--- config.mk ---
export PLATFORM = sky130hd
export DESIGN_NAME = slv_guard_rst_seq
export DESIGN_NICKNAME = d
export VERILOG_FILES = /design/src/rtl/slv_guard_rst_seq.sv
export SDC_FILE = /design/constraint.sdc
export NUM_CORES = 1
export LEC_CHECK = 0
export ABC_AREA = 1
export CAP_MARGIN = 20
export CORE_ASPECT_RATIO = 0.8
export CORE_MARGIN = 3
export CORE_UTILIZATION = 50
export DETAILED_ROUTE_END_ITERATION = 7
export PLACE_DENSITY_LB_ADDON = 0.05
export SYNTH_ARGS = -nofsm -noshare
export SYNTH_HDL_FRONTEND = slang
export SYNTH_SLANG_ARGS = --single-unit
export TNS_END_PERCENT = 10
--- constraint.sdc ---
create_clock -name clk -period 3.61 [get_ports clk]
set_input_delay 1.083 -clock clk [delete_from_list [all_inputs] [get_ports clk]]
set_output_delay 1.083 -clock clk [all_outputs]
set_load 0.01 [all_outputs]
--- src/rtl/slv_guard_rst_seq.sv ---
// slv_guard_rst_seq: recovery sequencer for an AXI slave behind slv_guard_top.
// On a reset request it isolates the slave port, holds the slave in reset,
// lets it settle, de-isolates it, and then pulses a clear back to the guard.
// All outputs are registered and decoded from the next state.
// Optional feature macro SLV_GUARD_RST_SEQ_TIMEOUT_EN bounds the isolate and
// de-isolate handshakes with a drain timer and flags expiry on timeout_o.
// Note: rst_n is an asynchronous, active-HIGH reset despite its name.

module slv_guard_rst_seq #(
    parameter int unsigned RstCycles    = 4,
    parameter int unsigned SettleCycles = 2,
    parameter int unsigned DrainTimeout = 256,
    parameter int unsigned CntWidth     = 8
) (
    input  logic                clk,
    input  logic                rst_n,
    input  logic                rst_req_i,
    output logic                isolate_o,
    input  logic                isolated_i,
    output logic                slv_rst_no,
    output logic                guard_clr_o,
    output logic                busy_o,
    output logic [CntWidth-1:0] rst_cnt_o,
    output logic                timeout_o
);

    localparam int unsigned MaxRs  = (RstCycles > SettleCycles) ? RstCycles : SettleCycles;
    localparam int unsigned MaxCnt = (MaxRs > DrainTimeout) ? MaxRs : DrainTimeout;
    localparam int unsigned CW     = $clog2(MaxCnt + 1);

    localparam logic [2:0] StIdle    = 3'd0;
    localparam logic [2:0] StIsolate = 3'd1;
    localparam logic [2:0] StReset   = 3'd2;
    localparam logic [2:0] StSettle  = 3'd3;
    localparam logic [2:0] StRelease = 3'd4;
    localparam logic [2:0] StClear   = 3'd5;

    logic [2:0]          state_q, state_d;
    logic [CW-1:0]       cnt_q, cnt_d;
    logic                isolate_q, isolate_d;
    logic                slv_rst_n_q, slv_rst_n_d;
    logic                clr_q, clr_d;
    logic                busy_q, busy_d;
    logic [CntWidth-1:0] rst_cnt_q, rst_cnt_d;
`ifdef SLV_GUARD_RST_SEQ_TIMEOUT_EN
    logic                timeout_q, timeout_d;
`endif

    // Next-state and cycle counter: a single down-counter is shared by all timed states.
    always_comb begin
        state_d = state_q;
        cnt_d   = cnt_q;
`ifdef SLV_GUARD_RST_SEQ_TIMEOUT_EN
        timeout_d = timeout_q;
`endif
        case (state_q)
            StIdle: begin
                // Requests are only honoured here; anything seen mid-sequence is dropped.
                if (rst_req_i) begin
                    state_d = StIsolate;
`ifdef SLV_GUARD_RST_SEQ_TIMEOUT_EN
                    cnt_d = CW'(DrainTimeout - 1);
`endif
                end
            end
            StIsolate: begin
                if (isolated_i) begin
                    state_d = StReset;
                    cnt_d   = CW'(RstCycles - 1);
                end
`ifdef SLV_GUARD_RST_SEQ_TIMEOUT_EN
                else if (cnt_q == '0) begin
                    // Drain never completed: reset the slave anyway.
                    state_d   = StReset;
                    cnt_d     = CW'(RstCycles - 1);
                    timeout_d = 1'b1;
                end else begin
                    cnt_d = cnt_q - CW'(1);
                end
`endif
            end
            StReset: begin
                if (cnt_q == '0) begin
                    state_d = StSettle;
                    cnt_d   = CW'(SettleCycles);
                end else begin
                    cnt_d = cnt_q - CW'(1);
                end
            end
            StSettle: begin
                if (cnt_q == '0) begin
                    state_d = StRelease;
`ifdef SLV_GUARD_RST_SEQ_TIMEOUT_EN
                    cnt_d = CW'(DrainTimeout - 1);
`endif
                end else begin
                    cnt_d = cnt_q - CW'(1);
                end
            end
            StRelease: begin
                if (!isolated_i) begin
                    state_d = StClear;
                end
`ifdef SLV_GUARD_RST_SEQ_TIMEOUT_EN
                else if (cnt_q == '0) begin
                    state_d   = StClear;
                    timeout_d = 1'b1;
                end else begin
                    cnt_d = cnt_q - CW'(1);
                end
`endif
            end
            StClear: begin
                state_d = StIdle;
            end
            default: begin
                state_d = StIdle;
            end
        endcase
    end

    // Output decode from the next state so every output comes straight from a flop.
    always_comb begin
        isolate_d   = (state_d == StIsolate) || (state_d == StReset) || (state_d == StSettle);
        slv_rst_n_d = (state_d != StReset);
        clr_d       = (state_d == StClear);
        busy_d      = (state_d != StIdle);
        rst_cnt_d   = rst_cnt_q;
        if ((state_d == StClear) && (rst_cnt_q != {CntWidth{1'b1}})) begin
            rst_cnt_d = rst_cnt_q + CntWidth'(1);
        end
    end

    // State, counter and output registers; async reset releases the slave at once.
    always_ff @(posedge clk or posedge rst_n) begin
        if (rst_n) begin
            state_q     <= StIdle;
            cnt_q       <= '0;
            isolate_q   <= 1'b0;
            slv_rst_n_q <= 1'b1;
            clr_q       <= 1'b0;
            busy_q      <= 1'b0;
            rst_cnt_q   <= '0;
        end else begin
            state_q     <= state_d;
            cnt_q       <= cnt_d;
            isolate_q   <= isolate_d;
            slv_rst_n_q <= slv_rst_n_d;
            clr_q       <= clr_d;
            busy_q      <= busy_d;
            rst_cnt_q   <= rst_cnt_d;
        end
    end

`ifdef SLV_GUARD_RST_SEQ_TIMEOUT_EN
    // Sticky drain-timeout flag, cleared only by rst_n.
    always_ff @(posedge clk or posedge rst_n) begin
        if (rst_n) begin
            timeout_q <= 1'b0;
        end else begin
            timeout_q <= timeout_d;
        end
    end

    assign timeout_o = timeout_q;
`else
    assign timeout_o = 1'b0;
`endif

    assign isolate_o   = isolate_q;
    assign slv_rst_no  = slv_rst_n_q;
    assign guard_clr_o = clr_q;
    assign busy_o      = busy_q;
    assign rst_cnt_o   = rst_cnt_q;

endmodule

==> out/results.ini, run 1 <==
[status]
status=complete, no violations

[clock_tree]
clk_latency_ps=310
post_cts_buffers=0
cts.htree.levels=1
cts_resized=0
cts_hold_buf=0
cts-buffers-inserted=3
cts_tree=built
path_clk_slew_ps=130
clock-root-buffer=clkbuf_4
cts_sinks=24
cts_buffer_depth=2

[route]
vias_per_cell=4.87
first_pass_iters=4
drt_iter0_markers=75
postRouteAntennaNets=0
vias=955
routed_wl_um=2310
drc_errors=0
wl_per_cell_um=11.8

[yosys]
synth_cells=144
synth_area_um2=1280
seq_area_frac_synth_pct=47.0
synth_area_leaders=dfrtp_1, nand2_1, inv_1, nand3_1, nor2_1
ys.flop_type=dfrtp_1
synth_edf_count=0
postSynth.asyncResetShare_pct=100
synth.largest_area_cell=dfrtp_1
synth_nets=150
synth_seq_cells=24
yosys_warnings=0
avgSynthCellArea_um2=8.89
synthDistinctLibCells=26
yosysTopAreaCellShare_pct=45.0

[worst_setup_path]
cp.required_ps=2530
path_delay_family=flip-flops
worstPathArrival_ps=1370
path_class=flip-flop to primary output
crit_path_cell_trace=clkdlybuf4s50_1
cp_max_fo=1
cpPeakStageDelay_ps=540
start_kind=flip-flop
cp-end-kind=primary output
rrSetupSlack_ps=1930
cp_num_buf_inv=1
slowest_stage=dfstp_2

[sta]
setup_viol=0
hold_viol=0
fin_crit_ps=2450
slew_viol_final=0
clock_skew_ps=13.4
rsz0062_at_grt=no
post-route-period-util_pct=67.9
whs_ps=504
tns_ps=0
fmax_ghz=0.408
tightest_slew_ps=865
relSlewSlack_pct=42.2
fin_ws_ps=1160

[global_route]
antenna_found_initial=0
grt_max_degree=25
grt_overflow=0
first_global_vias=898
grt_pass1_wl_um=4240
grt_usage_pct=16.8

[finish]
antennaDiodeCount=0
drive_gt1_share_pct=15.4
final_util_pct=65.1
fin_cells=196
stdcell_area_um2=1490
nNetsFinal=169
syn_to_final_growth_pct=16.5

[die]
fp.dieW_um=62.6
placeableCoreArea_um2=2290
initial_core_util_pct=55.9
fp-row-count=15
die-area_um2=3210
ioPinCount=17
dieHeight_um=51.3

[pwr]
p_leak_nw=0.717
power_mw=1.02
power_density_nw_per_um2=684
ir_worst_vdd_mv=0.418

[run]
maxCapViolCount=0

[placed_design]
placed_area_um2=1470
dpl_worst_slack_ps=1120
dp_hpwl_um=1800
globalplace.congestion=0.870
port_buffers=15
placed_cells_incl_taps=192

[hold_path]
hp-class=flip-flop to flip-flop

==> final cells by class <==
cell class | count | area, µm²
fill | 201 | 798
sequential | 24 | 602
multi-input combinational | 100 | 597
timing repair buffer | 15 | 150
inverter | 19 | 73.8
tap | 34 | 42.5
clock buffer | 4 | 26.3
==> state kept, by name, summed over array words and instances (netlist names) <==
| name | count |
|---|---|
| state_q | 3 |
| busy_o | 1 |
| slv_rst_no | 1 |
| isolate_o | 1 |
| cnt_q | 9 |
| rst_cnt_o | 8 |
| guard_clr_o | 1 |
==> final timing paths <==
path / startpoint / to / cells past startpoint
max in group asynchronous: rst_n / cnt_q[8] / 2
worst max-delay path: slv_rst_no / slv_rst_no / 1
worst max register to register: cnt_q[0] / isolate_o / 9
worst min register to register: rst_cnt_o[6] / rst_cnt_o[6] / 1
worst min-delay path: rst_cnt_o[6] / rst_cnt_o[6] / 1
min in group asynchronous: rst_n / cnt_q[5] / 2
==> per-layer routing <==
layer	part of all wire [%]	up-vias	GRT usage (%)
li1	-	501	-
met1	53	425	24.3
met2	42	27	24.4
met3	4.7	2	5.05
met4	0.26	0	4.40
met5	0	-	0
==> cells in the mapped netlist, types with 2 or more instances <==
cell        n
nor3_1      2
o21ai_0     3
ha_1        2
nand3_2     3
nand2_1    26
a21oi_1     2
nor2_2      2
nand2_2     7
nor2_4      4
dfrtp_1    23
nand4_1     6
xor2_1      5
o2111ai_1   4
inv_1      17
nand3_1    11
nor2_1     13
xnor2_1     5
==> logic make-up after synthesis <==
family / share of synthesized area, %
simple gates: 32.5
compound gates: 5.08
xor+xnor: 6.84
buf+inv: 6.35
flops: 47.0
fa+ha+maj: 1.95
other cells: 0.293
==> cell usage in the layout, fill, tap and decap left out, types with 2 or more instances in the layout <==
cell             Yosys  routed
nand3_1             11      11
nand3_2              3       3
nor2_2               2       2
nor3_1               2       2
xnor2_1              5       5
inv_1               17      17
o21ai_0              3       3
nor2_4               4       4
clkdlybuf4s50_1      0      15
nand4_1              6       6
nand2_1             26      26
a21oi_1              2       2
o2111ai_1            4       4
nand2_2              7       7
clkbuf_4             0       3
nor2_1              13      13
ha_1                 2       2
xor2_1               5       5
dfrtp_1             23      23
==> power by group <==
group / switching, mW / internal (mW) / total, mW
clock: 0.0732 / 0.0431 / 0.116
combinational: 0.302 / 0.191 / 0.493
sequential: 0.0622 / 0.348 / 0.411
total: 0.437 / 0.583 / 1.02
No activity file was read; power rests on OpenSTA's default activity.
==> run 2: changes to the inputs <==
Clock period 3.61 ns to 2.5 ns, I/O delays scaled along.
==> out/results.ini, run 2 (synthesis gave the netlist of run 1 again) <==
[global_route]
grt_overflow=0
antenna_found_initial=0
grt_pass1_wl_um=4440
grt_max_degree=15
first_global_vias=1005
grt_usage_pct=17.4

[clock_tree]
cts.htree.levels=1
clock-root-buffer=clkbuf_4
clk_latency_ps=320
cts_resized=0
post_cts_buffers=0
path_clk_slew_ps=130
cts-buffers-inserted=3
cts_sinks=24
cts_hold_buf=0
cts_buffer_depth=2
cts_tree=built

[worst_setup_path]
path_class=flip-flop to primary output
worstRegToRegCells=9
cp_max_fo=1
worstPathArrival_ps=1370
r2r-start=cnt_q[0]
cpPeakStageDelay_ps=540
crit-reg2reg-capture=isolate_o
cp_num_buf_inv=1
start_kind=flip-flop
path_delay_family=flip-flops
cp.required_ps=1750
cp-end-kind=primary output
rrSetupSlack_ps=800
crit_path_cell_trace=clkdlybuf4s50_1
slowest_stage=dfstp_2

[finish]
final_cell_mix=nand2_1, dfrtp_1, inv_1
largest_reg_flops=9
regMostFlops=cnt_q
final_common_cell=nand2_1
syn_to_final_growth_pct=17.1
nNetsFinal=170
drive_gt1_share_pct=16.0
antennaDiodeCount=0

[sta]
fmax_ghz=0.472
rsz0062_at_grt=no
clock_skew_ps=10.6
setup_viol=0
hold_viol=0
fin_crit_ps=2120
tns_ps=0
post-route-period-util_pct=84.8
slew_viol_final=0

[die]
fp.dieW_um=62.6
placeableCoreArea_um2=2290
ioPinCount=17
initial_core_util_pct=55.9
dieHeight_um=51.3
fp-row-count=15
die-area_um2=3210

[route]
vias=1012
routed_wl_um=2460
wl_per_cell_um=12.5
first_pass_iters=4
postRouteAntennaNets=0
drc_errors=0
vias_per_cell=5.14
drt_iter0_markers=44

[hold_path]
worstHoldEndpoint=rst_cnt_o[7]
hp-class=flip-flop to flip-flop
holdCritStartpoint=rst_cnt_o[7]
whs_path_depth=1

[status]
status=complete, no violations

[placed_design]
dp_hpwl_um=1950
port_buffers=15
globalplace.congestion=0.880

[pwr]
power_mw=1.49
p_leak_nw=0.722
power_density_nw_per_um2=992
ir_worst_vdd_mv=0.699

[run]
maxCapViolCount=0

[run 2: cell type report]
class / count / area, µm²
Fill cell: 216 / 791
Sequential cell: 24 / 602
Multi-Input combinational cell: 100 / 597
Timing Repair Buffer: 16 / 158
Inverter: 19 / 73.8
Tap cell: 34 / 42.5
Clock buffer: 4 / 26.3
[run 2: worst max path at each step]
stage	start	endpoint	slack [ps]	depth (start not counted)
4_1_cts	slv_rst_no	slv_rst_no	360	1
6_report	slv_rst_no	slv_rst_no	380	1
5_1_grt	slv_rst_no	slv_rst_no	320	1
3_5_place_dp	isolated_i	cnt_q[1]	350	6
2_1_floorplan	isolated_i	cnt_q[1]	1030	5
3_3_place_gp	isolated_i	cnt_q[1]	390	6
[run 2: worst reg2reg max path, delay by kind of cell (launching register included)]
kind                     cells  cell delay [ps]
adder cells (fa/ha/maj)      1              220
buffers and inverters        2              210
flip-flops                   1              400
AND/OR/NAND/NOR              6              760
[run 2: power by group]
part	internal [mW]	switching (mW)	total [mW]
combinational	0.278	0.446	0.724
clock	0.0624	0.110	0.173
sequential	0.503	0.0875	0.590
[run 2: layer usage]
metal	track usage (%)	part of all wire (%)
met1	22.2	47
met2	29.6	47
met3	5.05	5.2
met4	4.03	0.57
met5	0	0
[run 2: metrics by stage]
stage | worst slack (ps) | std cells | hold WS [ps] | utilization, % | area [µm²]
global placement | 392 | 193 | 477 | 64.3 | 1470
floorplan | 1030 | 144 | 453 | - | 1280
finish | 381 | 197 | 513 | 65.5 | 1500
detailed placement | 348 | 193 | 491 | 64.3 | 1470
CTS | 362 | 197 | 519 | 65.5 | 1500
global route | 325 | 197 | 536 | 65.5 | 1500
==> run 3: changes to the inputs <==
Clock period 2.5 ns to 2.2 ns, I/O delays scaled along.
==> results of run 3 <==
Same layout as run 2 (identical final DEF). Status: complete, no violations.
Among the figures that moved: setup slack after placement 348 ps -> 138 ps; setup slack after layout 381 ps -> 171 ps; register-to-register setup slack 800 ps -> 500 ps; total power 1.49 mW -> 1.69 mW; worst IR drop on VDD 0.699 mV -> 0.794 mV
